**config.mk**
```make
export PLATFORM = sky130hd
export DESIGN_NAME = carfield_eoc_collector
export DESIGN_NICKNAME = d
export VERILOG_FILES = /design/src/rtl/carfield_eoc_collector.sv
export SDC_FILE = /design/constraint.sdc
export NUM_CORES = 1
export LEC_CHECK = 0
export ABC_AREA = 1
export ABC_CLOCK_PERIOD_IN_PS = 9250
export BUFFER_PORTS_ARGS = -buffer_cell sky130_fd_sc_hd__buf_4
export CAP_MARGIN = 20
export CORE_MARGIN = 10
export CORE_UTILIZATION = 40
export DETAILED_ROUTE_END_ITERATION = 6
export HOLD_SLACK_MARGIN = 0.06
export PLACE_DENSITY = 0.72
export SLEW_MARGIN = 20
export SYNTH_ARGS = -nofsm -noshare
export SYNTH_HDL_FRONTEND = slang
export SYNTH_SLANG_ARGS = --single-unit
export TNS_END_PERCENT = 1
```
**constraint.sdc**
```tcl
create_clock -name clk_i -period 9.25 [get_ports clk_i]
set_input_delay 1.85 -clock clk_i [delete_from_list [all_inputs] [get_ports clk_i]]
set_output_delay 1.85 -clock clk_i [all_outputs]
set_load 0.01 [all_outputs]
```
**src/rtl/carfield_eoc_collector.sv**
```systemverilog
// Multi-domain end-of-computation collector: arms on start, latches one EOC return code
// per enabled channel, flags failures and finishes in DONE or TIMEOUT.
module carfield_eoc_collector #(
  parameter  int unsigned NumChannels  = 4,
  parameter  int unsigned RetWidth     = 32,
  parameter  int unsigned TimeoutWidth = 32,
  localparam int unsigned CodeWidth    = RetWidth - 1,
  localparam int unsigned IdxWidth     = (NumChannels > 1) ? $clog2(NumChannels) : 1
) (
  input  logic                             clk_i,
  input  logic                             rst_i,
  input  logic                             start_i,
  input  logic                             clear_i,
  input  logic [NumChannels-1:0]           chan_mask_i,
  input  logic [TimeoutWidth-1:0]          timeout_i,
  input  logic [NumChannels-1:0]           eoc_valid_i,
  input  logic [NumChannels*RetWidth-1:0]  eoc_data_i,
  output logic [NumChannels-1:0]           eoc_ready_o,
  output logic                             busy_o,
  output logic                             done_o,
  output logic                             timeout_o,
  output logic                             fail_o,
  output logic [NumChannels-1:0]           seen_o,
  output logic [NumChannels*CodeWidth-1:0] ret_o,
  output logic [IdxWidth-1:0]              first_fail_o,
  output logic [TimeoutWidth-1:0]          cycles_o
);

  typedef enum logic [1:0] {
    ST_IDLE    = 2'd0,
    ST_ARMED   = 2'd1,
    ST_DONE    = 2'd2,
    ST_TIMEOUT = 2'd3
  } state_e;

  state_e                       state_r, state_n_s;
  logic [NumChannels-1:0]       mask_r, seen_r, seen_n_s, accept_s, bad_s;
  logic [TimeoutWidth-1:0]      timeout_r, cycles_r, cycles_plus_s, cycles_n_s;
  logic [NumChannels*CodeWidth-1:0] ret_r;
  logic                         fail_r;
  logic [IdxWidth-1:0]          first_fail_r, bad_idx_s;
  logic                         covered_s, expire_s;

  assign eoc_ready_o  = (state_r == ST_ARMED) ? (mask_r & ~seen_r) : {NumChannels{1'b0}};
  assign busy_o       = (state_r == ST_ARMED);
  assign done_o       = (state_r == ST_DONE);
  assign timeout_o    = (state_r == ST_TIMEOUT);
  assign fail_o       = fail_r;
  assign seen_o       = seen_r;
  assign ret_o        = ret_r;
  assign first_fail_o = first_fail_r;
  assign cycles_o     = cycles_r;

  // Classify this cycle's handshakes; descending scan leaves the lowest failing index.
  always_comb begin
    accept_s  = {NumChannels{1'b0}};
    bad_s     = {NumChannels{1'b0}};
    bad_idx_s = {IdxWidth{1'b0}};
    for (int i = NumChannels - 1; i >= 0; i--) begin
      if (eoc_ready_o[i] && eoc_valid_i[i] && eoc_data_i[i*RetWidth]) begin
        accept_s[i] = 1'b1;
        if (eoc_data_i[i*RetWidth+1 +: CodeWidth] != {CodeWidth{1'b0}}) begin
          bad_s[i]  = 1'b1;
          bad_idx_s = IdxWidth'(i);
        end else begin
          bad_s[i]  = 1'b0;
        end
      end else begin
        accept_s[i] = 1'b0;
      end
    end
  end

  assign seen_n_s      = seen_r | accept_s;
  assign covered_s     = ((seen_n_s & mask_r) == mask_r);
  assign cycles_plus_s = cycles_r + {{(TimeoutWidth-1){1'b0}}, 1'b1};
  assign cycles_n_s    = (&cycles_r) ? cycles_r : cycles_plus_s;
  assign expire_s      = (timeout_r != {TimeoutWidth{1'b0}}) && (cycles_plus_s == timeout_r);

  // Next-state logic; completion is checked before expiry so a last-cycle report wins.
  always_comb begin
    state_n_s = state_r;
    if (clear_i) begin
      state_n_s = ST_IDLE;
    end else begin
      case (state_r)
        ST_IDLE, ST_DONE, ST_TIMEOUT: begin
          if (start_i) begin
            state_n_s = ST_ARMED;
          end else begin
            state_n_s = state_r;
          end
        end
        ST_ARMED: begin
          if (covered_s) begin
            state_n_s = ST_DONE;
          end else if (expire_s) begin
            state_n_s = ST_TIMEOUT;
          end else begin
            state_n_s = ST_ARMED;
          end
        end
        default: state_n_s = ST_IDLE;
      endcase
    end
  end

  // State register.
  always_ff @(posedge clk_i or posedge rst_i) begin
    if (rst_i) begin
      state_r <= ST_IDLE;
    end else begin
      state_r <= state_n_s;
    end
  end

  // Arm-time configuration latch and per-channel status collection.
  always_ff @(posedge clk_i or posedge rst_i) begin
    if (rst_i) begin
      mask_r       <= {NumChannels{1'b0}};
      timeout_r    <= {TimeoutWidth{1'b0}};
      seen_r       <= {NumChannels{1'b0}};
      ret_r        <= {(NumChannels*CodeWidth){1'b0}};
      fail_r       <= 1'b0;
      first_fail_r <= {IdxWidth{1'b0}};
      cycles_r     <= {TimeoutWidth{1'b0}};
    end else if (clear_i) begin
      mask_r       <= {NumChannels{1'b0}};
      timeout_r    <= {TimeoutWidth{1'b0}};
      seen_r       <= {NumChannels{1'b0}};
      ret_r        <= {(NumChannels*CodeWidth){1'b0}};
      fail_r       <= 1'b0;
      first_fail_r <= {IdxWidth{1'b0}};
      cycles_r     <= {TimeoutWidth{1'b0}};
    end else begin
      case (state_r)
        ST_ARMED: begin
          seen_r   <= seen_n_s;
          cycles_r <= cycles_n_s;
          for (int i = 0; i < NumChannels; i++) begin
            if (accept_s[i]) begin
              ret_r[i*CodeWidth +: CodeWidth] <= eoc_data_i[i*RetWidth+1 +: CodeWidth];
            end
          end
          if (!fail_r && (|bad_s)) begin
            fail_r       <= 1'b1;
            first_fail_r <= bad_idx_s;
          end
        end
        ST_IDLE, ST_DONE, ST_TIMEOUT: begin
          if (start_i) begin
            mask_r       <= chan_mask_i;
            timeout_r    <= timeout_i;
            seen_r       <= {NumChannels{1'b0}};
            ret_r        <= {(NumChannels*CodeWidth){1'b0}};
            fail_r       <= 1'b0;
            first_fail_r <= {IdxWidth{1'b0}};
            cycles_r     <= {TimeoutWidth{1'b0}};
          end
        end
        default: begin
        end
      endcase
    end
  end

endmodule

```
# --- Word level (Yosys, flattened, before mapping) ---
# Index checks and enable logic that the tools add are counted.
op_classes:
  n_addsub: 1
  n_eq_ne: 12
  muxes: 54
  bitwise_logic: 4
  n_reduce_logical: 29
ops:
  columns: ["cell", "count"]
  rows:
  - ["$mux 124", 2]
  - ["$pmux 124 s2", 1]
  - ["$mux 32", 6]
  - ["$mux 31", 4]
  - ["$reduce_bool 31->1", 4]
  - ["$pmux 32 s2", 1]
  - ["$add 32x1->32 const B", 1]
  - ["$eq 32x32->1", 1]
  - ["$reduce_and 32->1", 1]
  - ["$reduce_bool 32->1", 1]
  - ["$mux 2", 15]
  - ["$mux 4", 6]
  - ["$mux 1", 15]
  - ["$ne 3x2->1 const B", 5]
  - ["$reduce_and 2->1", 7]
  - ["$logic_and 1x1->1", 10]
  - ["$and 4x4->4", 2]
  - ["$pmux 2 s2", 2]
  - ["$pmux 4 s2", 1]
  - ["$ne 3x3->1 const B", 2]
  - ["$eq 2x2->1 const B", 2]
  - ["$eq 4x4->1", 1]
  - ["$not 4->4", 1]
  - ["$or 4x4->4", 1]
  - ["7 further kinds", 8]
totals:
  register_bits: 201
  out_inout_bits: 170
  elab_cells: 111

# --- Depth between registers and ports, before layout ---
depth:
  word_depth: 15
  depth_mapped: 17

# --- Worst setup path before layout ---
# Ideal clock, no wire load.
synth_path:
  path_type: "input port to flip-flop"
  from: "input clear_i"
  to: "register cycles_r[10], in the netlist cycles_o[10]"
  arrival_ns: 3.009
  required_ns: 9.170
  slack_ns: 6.161
  cell_stages: 9
  path_cell_list: "nor2_1 > inv_1 > nor2_1 > inv_1 > nand2_2 > inv_2 > buf_6 > buf_6 > o22ai_2"
synth_between:
  elab_chain_len: 2
  elab_cells_between_ends: 4
  cone_classes: "2 x eq/ne; 1 x mux; 1 x reduce/logical"
synth_lines:
  columns: ["element", "line_no", "source"]
  rows:
  - ["from (decl)", "13", "input logic clear_i,"]
  - ["$ne 3x3->1 (no line)", null, null]
  - ["$reduce_and 2->1 (no line)", null, null]
  - ["to (signal assigned)", "126", "cycles_r <= {TimeoutWidth{1'b0}};"]
  - ["to (signal assigned)", "134", "cycles_r <= {TimeoutWidth{1'b0}};"]
  - ["to (signal assigned)", "139", "cycles_r <= cycles_n_s;"]
  - ["to (decl)", "38", "logic [TimeoutWidth-1:0] timeout_r, cycles_r, cycles_plus_s, cycles_n_s;"]
# Several ways; a longest one is shown, not always the timed one.
# A chain may end at the register's enable or synchronous reset.

# --- Worst setup path after layout ---
layout_path:
  from: "register state_r[1]"
  to: "output eoc_ready_o[0]"
layout_between:
  elab_chain_len: 2
layout_lines:
  columns: ["element", "line_no", "source"]
  rows:
  - ["from (decl)", "36", "state_e state_r, state_n_s;"]
  - ["from (signal assigned)", "113", "state_r <= state_n_s;"]
  - ["$eq 2x1->1", "44", "assign eoc_ready_o = (state_r == ST_ARMED) ? (mask_r & ~seen_r) : {NumChannels{1'b0}};"]
  - ["$mux 4", "44", null]
  - ["to (decl)", "18", "output logic [NumChannels-1:0] eoc_ready_o,"]
# Every way passes these cells.

==> reports/metrics.cfg <==
[clock_tree]
cts_hold_buf = 0
clock-sinks = 201
cts_setup_buffers = 0
cts_tree = yes
clk_pin_slew_ns = 0.06
htreeDepth = 1
cts_made_buffers = 24
cts_resized = 0
insertion_delay_ns = 0.52
clock_path_buffers = 3
cts_root_buffer = clkbuf_16

[sta]
tightest_slew_ns = 1.08
rsz0062_at_grt = false
worst_slack_ns = 5.48
setup_viol = 0
slew_headroom_pct = 28.0
fin_skew_ns = 0.00685
tns_ns = 0
layout_min_cycle_time_ns = 3.77
max_freq_mhz = 265
fin_crit_sh_pct = 40.8
hold_viol = 0
slew_violations = 0
whs_ns = 0.479

[power_and_ir_drop]
power_frac_seq_pct = 41.3
ir_drop_mv = 0.137
p_int_mw = 1.73
clkPwrFrac_pct = 39.9
combPwrFrac_pct = 18.8
powerDensity_nw_per_um2 = 174
swShare_pct = 28.7
power_leakage_nw = 6.60
switchingPower_uw = 694

[logic_synthesis]
yosysMostFrequentCell = nand3_1
yosysTopAreaCell = dfrtp_1
synth_top_family_by_area = simple AND/OR/NAND/NOR gates
syn_inst = 1289
synth.avg_cell_area_um2 = 7.90
synth_compound_area_share_pct = 11.4
synthMuxAreaShare_pct = 0
synth.area.top_cells = dfrtp_1 (49%), nand3_1 (11%), o21ai_0 (8.2%), inv_1 (7.9%), nand2_1 (7.7%)
syn-cell-area_um2 = 10200
async_flop_share_pct = 100
synthFlopType = dfrtp_1
synth-edff-count = 0
synth_nets = 1462
yosys.area_share.simple_pct = 26.5
ys_ff_latch = 201
ys_seq_area_share_pct = 49.4
synth_top_area_share_pct = 49.4
synth_fa_ha_area_share_pct = 0.123
synth_common_cells = nand3_1 (224), inv_1 (215), nand2_1 (209)
synth.distinct_cells = 34
yosysWarnings = 0
synth_xor_area_share_pct = 1.97

[place]
placedCellCount = 1913
io_buffer_count = 341
gp_congestion = 0.935
preCtsSetupSlack_ns = 5.20
post-dp-hpwl_um = 28100

[die]
start_util_pct = 40.5
rows = 58
die_y_um = 180
io-pin-count = 342
die-area_um2 = 32200
core_area_um2 = 25100
die_x_um = 180

[final_layout]
final_cells = 1959
areaGrowthSynthToFinish_pct = 36.5
fin_nets = 1783
post_route_cells_drive_above_1_share_pct = 26.2

[global_route]
antenna_found_initial = 1
grt_util_all_layers_pct = 21.8
grt_first_pass_wirelength_um = 57800
grt_pass1_vias = 10400
grt.overflow.total = 0
grt_max_degree = 126

[worst_setup_path]
endpoint_kind = output pin
cpMaxStageDelayCell = dfrtp_1
cp-start-kind = flop
cp.depth = 4
path_buf_inv = 2
crit_path_end = eoc_ready_o[0]
rr_startpoint = cycles_o[0]
reg2regPathDepth = 10
cp.arrival_ns = 1.92
crit_start = state_r[1]
crit_required_ns = 7.40
cp_top_family = simple AND/OR/NAND/NOR gates
r2r_setup_slack_ns = 6.15
cp_max_fo = 5
slowest_delay_ns = 0.43
worstReg2RegEnd = cycles_o[15]
crit_chain = nor2_4 -> inv_2 -> nor3_1 -> buf_4
worst-setup-path-type = flop to output pin

[routing]
ant_nets = 0
drc = 0
drt-total-wl_um = 36900
drtIter0Drc = 854
wl_per_cell_um = 18.8
vias_per_cell = 5.22
vias = 10200
dr.pass1.iters = 6

[status]
outcome = complete, no violations

[min_path]
worstHoldPathType = flop to flop

[job]
max-cap-violations = 0

==> worst min-delay path, cell delays in order, from the launching register on <==
cell and delay, ns:
dfrtp_1 0.35, nand2_1 0.05, nand2_1 0.05
==> area by class of cell <==
cell class / instances / area, µm²
sequential: 201 / 5030
antenna: 1 / 2.50
inverter: 220 / 833
timing repair buffer: 350 / 2690
clock buffer: 40 / 762
clock inverter: 4 / 48.8
fill: 2355 / 11200
multi-input combinational: 813 / 4110
tap: 330 / 413
==> how the worst min path moves through the flow <==
stage / startpoint / end / slack, ns / depth (start not counted)
4_1_cts: first_fail_o[0] / first_fail_o[0] / 0.48 / 2
2_1_floorplan: mask_r[2] / mask_r[2] / 0.48 / 2
6_report: first_fail_o[0] / first_fail_o[0] / 0.48 / 2
5_1_grt: first_fail_o[0] / first_fail_o[0] / 0.52 / 2
3_5_place_dp: first_fail_o[0] / first_fail_o[0] / 0.46 / 2
3_3_place_gp: first_fail_o[0] / first_fail_o[0] / 0.46 / 2
==> stage by stage <==
step / utilization, % / instance area [µm²] / total power [mW]
floorplan: - / 10200 / 1.23
global placement: 51.8 / 13000 / 1.45
detailed placement: 52.0 / 13100 / 1.47
CTS: 55.2 / 13900 / 2.44
global route: 55.3 / 13900 / 2.53
finish: 55.3 / 13900 / 2.42
==> power groups by stage <==
stage | Clock (mW) | Sequential, mW | Combinational [mW]
2_1_floorplan | 0 | 1.03 | 0.207
3_3_place_gp | 0 | 1.01 | 0.442
3_5_place_dp | 0 | 1.01 | 0.456
4_1_cts | 0.980 | 0.998 | 0.458
5_1_grt | 1.02 | 1.01 | 0.506
6_report | 0.966 | 0.999 | 0.454
==> layer usage <==
layer	wire [µm]	track usage [%]
met1	14600	25.7
met2	17900	37.7
met3	3420	6.59
met4	921	6.19
met5	0	0
==> sequential cells by signal, indices dropped and copies added (netlist names) <==
register	count
seen_o	4
state_r	2
mask_r	4
fail_o	1
cycles_o	32
first_fail_o	2
timeout_r	32
ret_o	124
==> logic make-up after synthesis <==
| family | after synthesis |
|---|---|
| AOI/OAI and AO/OA | 210 |
| xor gates and xnor gates | 15 |
| adders and majority gates | 1 |
| buffers and inverters | 275 |
| DFF | 201 |
| and+or+nand+nor | 587 |
==> cell usage in the layout (no fill, tap or decap), types with 7 or more instances in the layout <==
cell and count:
o21ai_0 166, clkbuf_8 8, o22ai_2 10, clkbuf_16 25
nor2_1 87, inv_1 213, nand4_1 12, nor4_1 26
o22ai_1 20, nand2_1 209, clkbuf_1 7, buf_4 347
dfrtp_1 201, nand3_1 224, xor2_1 9
(Power assumes the default switching activity.)
